===== config.mk =====
export PLATFORM = sky130hd
export DESIGN_NAME = data_memory_flat
export DESIGN_NICKNAME = d
export VERILOG_FILES = /design/src/rtl/cpu_pkg.sv /design/src/rtl/data_memory_if.sv /design/src/rtl/data_memory.sv /design/src/flat_wrapper.sv
export SDC_FILE = /design/constraint.sdc
export NUM_CORES = 2
export LEC_CHECK = 0
export ABC_AREA = 1
export ABC_CLOCK_PERIOD_IN_PS = 2500
export CAP_MARGIN = 20
export CORE_AREA = 2 2 489 491
export DETAILED_ROUTE_END_ITERATION = 10
export DIE_AREA = 0 0 491 493
export MAX_ROUTING_LAYER = met4
export SYNTH_ARGS = -nofsm -noshare
export SYNTH_HDL_FRONTEND = slang
export SYNTH_SLANG_ARGS = --single-unit

===== constraint.sdc =====
create_clock -name clk -period 2.5 [get_ports clk]
set_clock_uncertainty 0.2 [all_clocks]
set_input_delay 0.5 -clock clk [delete_from_list [all_inputs] [get_ports clk]]
set_output_delay 0.5 -clock clk [all_outputs]
set_load 0.005 [all_outputs]

===== src/rtl/cpu_pkg.sv =====
// Shared datapath constants and types for the Gambling_CPU
// (data memory, register file and ALU).
package cpu_pkg;

  localparam int DATA_W = 32;
  localparam int ADDR_W = 32;

  typedef logic [DATA_W-1:0] word_t;
  typedef logic [ADDR_W-1:0] addr_t;

endpackage : cpu_pkg


===== src/rtl/data_memory_if.sv =====
// Load/store port between the execute stage (master) and the data memory (slave).
// There is no handshake: the memory accepts one access every cycle.
interface data_memory_if;
  import cpu_pkg::*;

  logic  we;
  addr_t a;
  word_t wd;
  word_t rd;

  modport master (
    output we,
    output a,
    output wd,
    input  rd
  );

  modport slave (
    input  we,
    input  a,
    input  wd,
    output rd
  );

endinterface : data_memory_if


===== src/rtl/data_memory.sv =====
// Word-organised data RAM: synchronous full-word writes, combinational reads.
// The byte address is reduced to a word index; the two low bits and all high bits alias.
module data_memory #(
  parameter int DATA_W = cpu_pkg::DATA_W,
  parameter int ADDR_W = cpu_pkg::ADDR_W,
  parameter int DEPTH  = 64
) (
  input  logic          clk,
  input  logic          rst_n,
  data_memory_if.slave  bus
);

  localparam int IDX_W = $clog2(DEPTH);

  logic [DATA_W-1:0] mem [DEPTH];
  logic [IDX_W-1:0]  idx;

  assign idx = bus.a[IDX_W+1:2];

  // Byte-offset and out-of-range address bits are deliberately ignored.
  logic unused_addr_bits;
  assign unused_addr_bits = ^{bus.a[ADDR_W-1:IDX_W+2], bus.a[1:0]};

  // NOTE: the array is built from flops rather than a RAM macro so that the
  // asynchronous reset can clear every word; a RAM block could not be reset.
  always_ff @(posedge clk or negedge rst_n) begin
    if (!rst_n) begin
      for (int i = 0; i < DEPTH; i++) begin
        mem[i] <= '0;
      end
    end else if (bus.we) begin
      // NOTE: non-blocking so the combinational read sees the old word until
      // the edge has fully resolved.
      mem[idx] <= bus.wd;
    end
  end

  assign bus.rd = mem[idx];

endmodule : data_memory


===== src/flat_wrapper.sv =====
// flat-port wrapper written by rule: the top's interface ports become plain ports
module data_memory_flat 
#(
  parameter int DATA_W = cpu_pkg::DATA_W,
  parameter int ADDR_W = cpu_pkg::ADDR_W,
  parameter int DEPTH  = 64
)
  (clk, rst_n, bus_we, bus_a, bus_wd, bus_rd);
  data_memory_if bus_i ();
  input  logic clk;
  input  logic rst_n;
  input wire logic [$bits(bus_i.we)-1:0] bus_we;
  input wire logic [$bits(bus_i.a)-1:0] bus_a;
  input wire logic [$bits(bus_i.wd)-1:0] bus_wd;
  output wire logic [$bits(bus_i.rd)-1:0] bus_rd;
  assign bus_i.we = bus_we;
  assign bus_i.a = bus_a;
  assign bus_i.wd = bus_wd;
  assign bus_rd = bus_i.rd;
  data_memory #(.DATA_W(DATA_W), .ADDR_W(ADDR_W), .DEPTH(DEPTH)) u_core (.clk(clk), .rst_n(rst_n), .bus(bus_i));
endmodule

# Yosys cells after proc, flatten, opt, wreduce, memory -nomap -nowiden
# Cells that the tools add are included.
word_totals:
  inputBits: 67
  word_cells: 74
  output_inout_bits: 32
  reg_bits: 2048
classes:
  bitwise_logic: 1
  n_mux: 6
  n_reduce_logical: 1
  magnitude_cmp: 2
ops:
  columns: ["operator", "count"]
  rows:
  - ["2048-bit bitwise mux", 1]
  - ["32-bit binary-select mux with 6-bit select", 1]
  - ["32-bit demux with 6-bit select", 1]
  - ["32-bit two-way mux", 3]
  - ["7-bit greater-or-equal comparator, second input constant", 1]
  - ["7-bit by 1-bit less-than comparator with 1-bit output, second input constant", 1]
  - ["6-bit NOT with 7-bit output", 1]
  - ["1-bit logical AND", 1]

# Logic depth before layout (Yosys ltp)
depth:
  ltp_word: 6
  depth_mapped: 14
  mapped_depth_nobuf: 11

# Worst setup path before layout
# OpenSTA, ideal clock, no wires.
synth_timing:
  path_type: "in2out"
  from: "input port bus_a[3]"
  to: "output port bus_rd[2]"
  arrival_time_ns: 1.869
  path_stages: 13
  required_ns: 1.800
  n_path_buf: 4
  path_slack_ns: -0.069
  path_cell_list: "buf_2 inv_2 buf_2 clkbuf_1 clkbuf_1 nand2_1 nand2_1 nand2_1 nand2_1 nand2_1 nand2_1 nor2_1 nand2_1"
synth_via:
  elab_chain_cells: 4
synth_lines:
  columns: ["item", "line", "text"]
  rows:
  - ["start: declaration", "flat_wrapper.sv:13", "input wire logic [$bits(bus_i.a)-1:0] bus_a;"]
  - ["6-bit NOT with 7-bit output (implied by the code)", "data_memory.sv:38", "assign bus.rd = mem[idx];"]
  - ["32-bit binary-select mux with 6-bit select", "data_memory.sv:38", null]
  - ["32-bit two-way mux (implied by the code) (2 in series)", "data_memory.sv:38", null]
  - ["end: declaration", "flat_wrapper.sv:15", "output wire logic [$bits(bus_i.rd)-1:0] bus_rd;"]
# No other way between the ends. The select of a mux whose other input is x is not followed.

# Worst setup path in the final report
layout_timing:
  from: "input port bus_a[7]"
  to: "output port bus_rd[11]"
# The elaborated chain is that of the path after synthesis.

==> flow_summary.yaml <==
place:
  dpl_cell_area_um2: 106900
  globalplace.congestion: 0.8991
  place_hpwl_mm: 217.2
  place.detailed.instances: 16110
  io_buffer_count: 72
power:
  vdd_drop_max_v: 0.0008273
  powerDensity_nw_per_um2: 766.6
  power_frac_comb_pct: 17.6
  seq_power_share_pct: 45.7
  power.switching_fraction_pct: 29.07
  power.leakage_uw: 0.05999
  cell_internal_pwr_uw: 64210
  clkPwrFrac_pct: 36.7
  netSwitchingPower_uw: 26320
sta:
  hold-worst-slack_ns: 0.1688
  period_minus_ws_final_ns: 2.972
  timing_max_transition_violations_final: 0
  layout_worst_path_cycle_share_pct: 118.9
  setup_slack_ns: -0.4724
  fmaxAchievable_mhz: 336.4
  slew_headroom_pct: 46.16
  finalHoldViolations: 0
  slew_at_the_pin_closest_to_its_max_slew_limit_ns: 0.8049
  rsz0062_at_grt: "true"
  final_setup_violations: 32
route:
  drt_pass1_iterations: 6
  vias_per_cell: 5.185
  routed_wire_length_per_instance_um: 20.74
  route.detailed.drc: 0
  postRouteAntennaNets: 0
  route.vias.total: 86210
  drtIter0Drc: 9065
  totalWireLength_mm: 344.9
critical_path:
  cp_slowest_stage_delay_ns: 0.28
  worstPathRequired_ns: 1.80
  critical-path-top-cell-by-count: "sky130_fd_sc_hd__buf_12"
  worst_setup_path_start_kind: "input port"
  cp_cell_sequence: "dlygate4sd2_1 -> buf_6 -> nor3_4 -> buf_12 -> buf_12 -> buf_16 -> buf_6 -> nand2_1 -> nand2_1 -> nor2_2 -> nand2_2 -> buf_12"
  critPathSlowestCell: "sky130_fd_sc_hd__dlygate4sd2_1"
  crit_buf_inv: 7
  cp_data_arrival_time_ns: 2.27
  critical_path.top_delay_family: "buffers and inverters"
  setup.worst_path.end_class: "output port"
  worstPathMaxFanout: 7
  crit_type: "input port to output port"
clocking:
  cts-htree-levels: 4
  cts.path.max_buffers: 3
  ctsRootBufferMaster: "sky130_fd_sc_hd__clkbuf_16"
  number_of_buffers_created_by_cts: 215
  cts_tree: "built"
  clk_lat_worst_skew_ns: 0.86
  clock_sink_count: 2048
  clkSlewWorstSetupHoldPaths_ns: 0.05
layout:
  largest_reg_flops: 2048
  mostFrequentLayoutCells: "sky130_fd_sc_hd__nand2_1 (6,140), sky130_fd_sc_hd__dfrtp_1 (2,048), sky130_fd_sc_hd__o21ai_0 (1,228), sky130_fd_sc_hd__nor2_1 (866), sky130_fd_sc_hd__a21oi_1 (851)"
  largest_register: "u_core.mem"
  area_growth_syn_to_layout_pct: 22.42
  mostFrequentLayoutCell: "sky130_fd_sc_hd__nand2_1"
  finish.instance_area_um2: 118100
  layout_top_registers: "u_core.mem (2048)"
  finalNonFillerCells: 16630
  final_layout_size_suffix_gt1_share_pct: 13.86
  nets: 13350
grt:
  grt_pass1_wl_mm: 522.4
  grt_max_degree: 92
  first_global_vias: 81060
  overflow: 0
  antenna_found_initial: 10
  globalRouteTotalUtil_pct: 29.05
logic_synthesis:
  synth.top_cells.by_area: "sky130_fd_sc_hd__dfrtp_1 (53%), sky130_fd_sc_hd__nand2_1 (26%), sky130_fd_sc_hd__o21ai_0 (6.8%)"
  count_of_unique_library_cells_instantiated_by_yosys: 25
  postSynthRegisterBits: 2048
  synth.cell_area_um2: 96460
  yosysTopAreaCell: "sky130_fd_sc_hd__dfrtp_1"
  ys_warn_count: 0
  netlist_instances: 13120
  syn-mean-instance-area_um2: 7.350
  synth_seq_area_share_pct: 53.13
  synth_top_cell_area_share_pct: 53.13
  synth_nets: 13190
floorplan:
  ios: 99
  fp.dieArea_um2: 242100
  placementRows: 179
  die_x_um: 491
  initial_core_utilization_pct: 40.71
  design.core.area_um2: 237000
  fp.dieH_um: 493
flow_run:
  max_cap_viol_count: 0
outcome:
  status: "complete, but fails checks"
  failed_checks: "setup timing"
worst_hold_path:
  min-delay-path-class: "input port to register"
==> worst paths after layout <==
check	slack (ns)	end	start	depth (start not counted)
worst max-delay path	-0.47	bus_rd[11]	bus_a[7]	12
worst min-delay path	0.17	u_core.mem[1422]$_DFFE_PN0P_	bus_wd[14]	3
worst max register to register	1.39	u_core.mem[729]$_DFFE_PN0P_	u_core.mem[729]$_DFFE_PN0P_	4
worst min register to register	0.28	u_core.mem[417]$_DFFE_PN0P_	u_core.mem[417]$_DFFE_PN0P_	2
max in group asynchronous	0.60	u_core.mem[1553]$_DFFE_PN0P_	rst_n	3
min in group asynchronous	0.28	u_core.mem[1713]$_DFFE_PN0P_	rst_n	3
==> worst register-to-register path: stages (launching register included) <==
cell,delay (ns)
sky130_fd_sc_hd__dfrtp_1,0.39
sky130_fd_sc_hd__buf_4,0.14
sky130_fd_sc_hd__buf_4,0.12
sky130_fd_sc_hd__nor2_1,0.09
sky130_fd_sc_hd__a21oi_1,0.05
==> per-stage QoR <==
stage          TNS [ns]  utilization (%)  setup WS (ns)  power, µW
4_1_cts          -14.08            49.24        -0.5254      90340
5_1_grt          -15.77            49.83        -0.5511      95030
2_1_floorplan   -0.1592                -      -0.005998      50700
6_report         -13.18            49.83        -0.4724      90520
3_3_place_gp    -648.77            45.12         -1.220      56250
3_5_place_dp    -696.14            45.12         -1.218      56620
==> final cells by class <==
type	instances	area [µm²]
Tap cell	3167	3963
Clock buffer	327	6434
Antenna cell	5	12.51
Sequential cell	2048	51250
Timing Repair Buffer	943	12360
Clock inverter	65	850.8
Inverter	256	997.2
Fill cell	23090	118900
Multi-Input combinational cell	9817	42210
==> kinds of logic after synthesis <==
family                 Yosys count  share of synthesized area (%)
AO/OA/AOI/OAI                 2249                          11.68
AND/OR/NAND/NOR               7568                          29.91
flip-flops                    2048                          53.13
buffers and inverters         1259                          5.274
==> power groups by stage <==
stage | registers, µW | clock network, µW | logic, µW
CTS | 41200 | 33600 | 15500
detailed placement | 41800 | 0 | 14900
global route | 41900 | 35000 | 18200
global placement | 41700 | 0 | 14600
finish | 41300 | 33200 | 15900
floorplan | 41100 | 0 | 9560
==> routing by layer <==
metal	GRT usage, %	wire [µm]	up-vias
met4	11.60	14330	0
met2	45.00	158200	2982
met3	3.474	23240	623
li1	-	-	41260
met1	38.96	149200	41350
met5	-	0	-
==> cells in the mapped netlist <==
library cell and instances:
sky130_fd_sc_hd__a21oi_1 851, sky130_fd_sc_hd__buf_1 23, sky130_fd_sc_hd__buf_2 271, sky130_fd_sc_hd__buf_4 6, sky130_fd_sc_hd__clkbuf_1 703, sky130_fd_sc_hd__dfrtp_1 2048
sky130_fd_sc_hd__inv_1 244, sky130_fd_sc_hd__inv_2 12, sky130_fd_sc_hd__nand2_1 6556, sky130_fd_sc_hd__nand2_2 25, sky130_fd_sc_hd__nand3_1 8, sky130_fd_sc_hd__nand3_2 1
sky130_fd_sc_hd__nand3_4 2, sky130_fd_sc_hd__nand4_1 2, sky130_fd_sc_hd__nor2_1 926, sky130_fd_sc_hd__nor2_2 12, sky130_fd_sc_hd__nor2_4 21, sky130_fd_sc_hd__nor3_1 1
sky130_fd_sc_hd__nor3_2 2, sky130_fd_sc_hd__nor3_4 7, sky130_fd_sc_hd__nor4_4 2, sky130_fd_sc_hd__o211ai_1 5, sky130_fd_sc_hd__o21ai_0 1308, sky130_fd_sc_hd__o21ai_1 85
sky130_fd_sc_hd__or2_2 3
==> what timing repair did <==
action / CTS / global route
buffers inserted: 60 / 44
endpoints found under the setup margin: 32 / 32
pin swaps: 287 / 216
gates cloned: 20 / 12
hold endpoints to repair: 1904 / 0
hold buffers: 2 / 0
resized for setup: 685 / 284
Power figures use the tool's default switching activity.
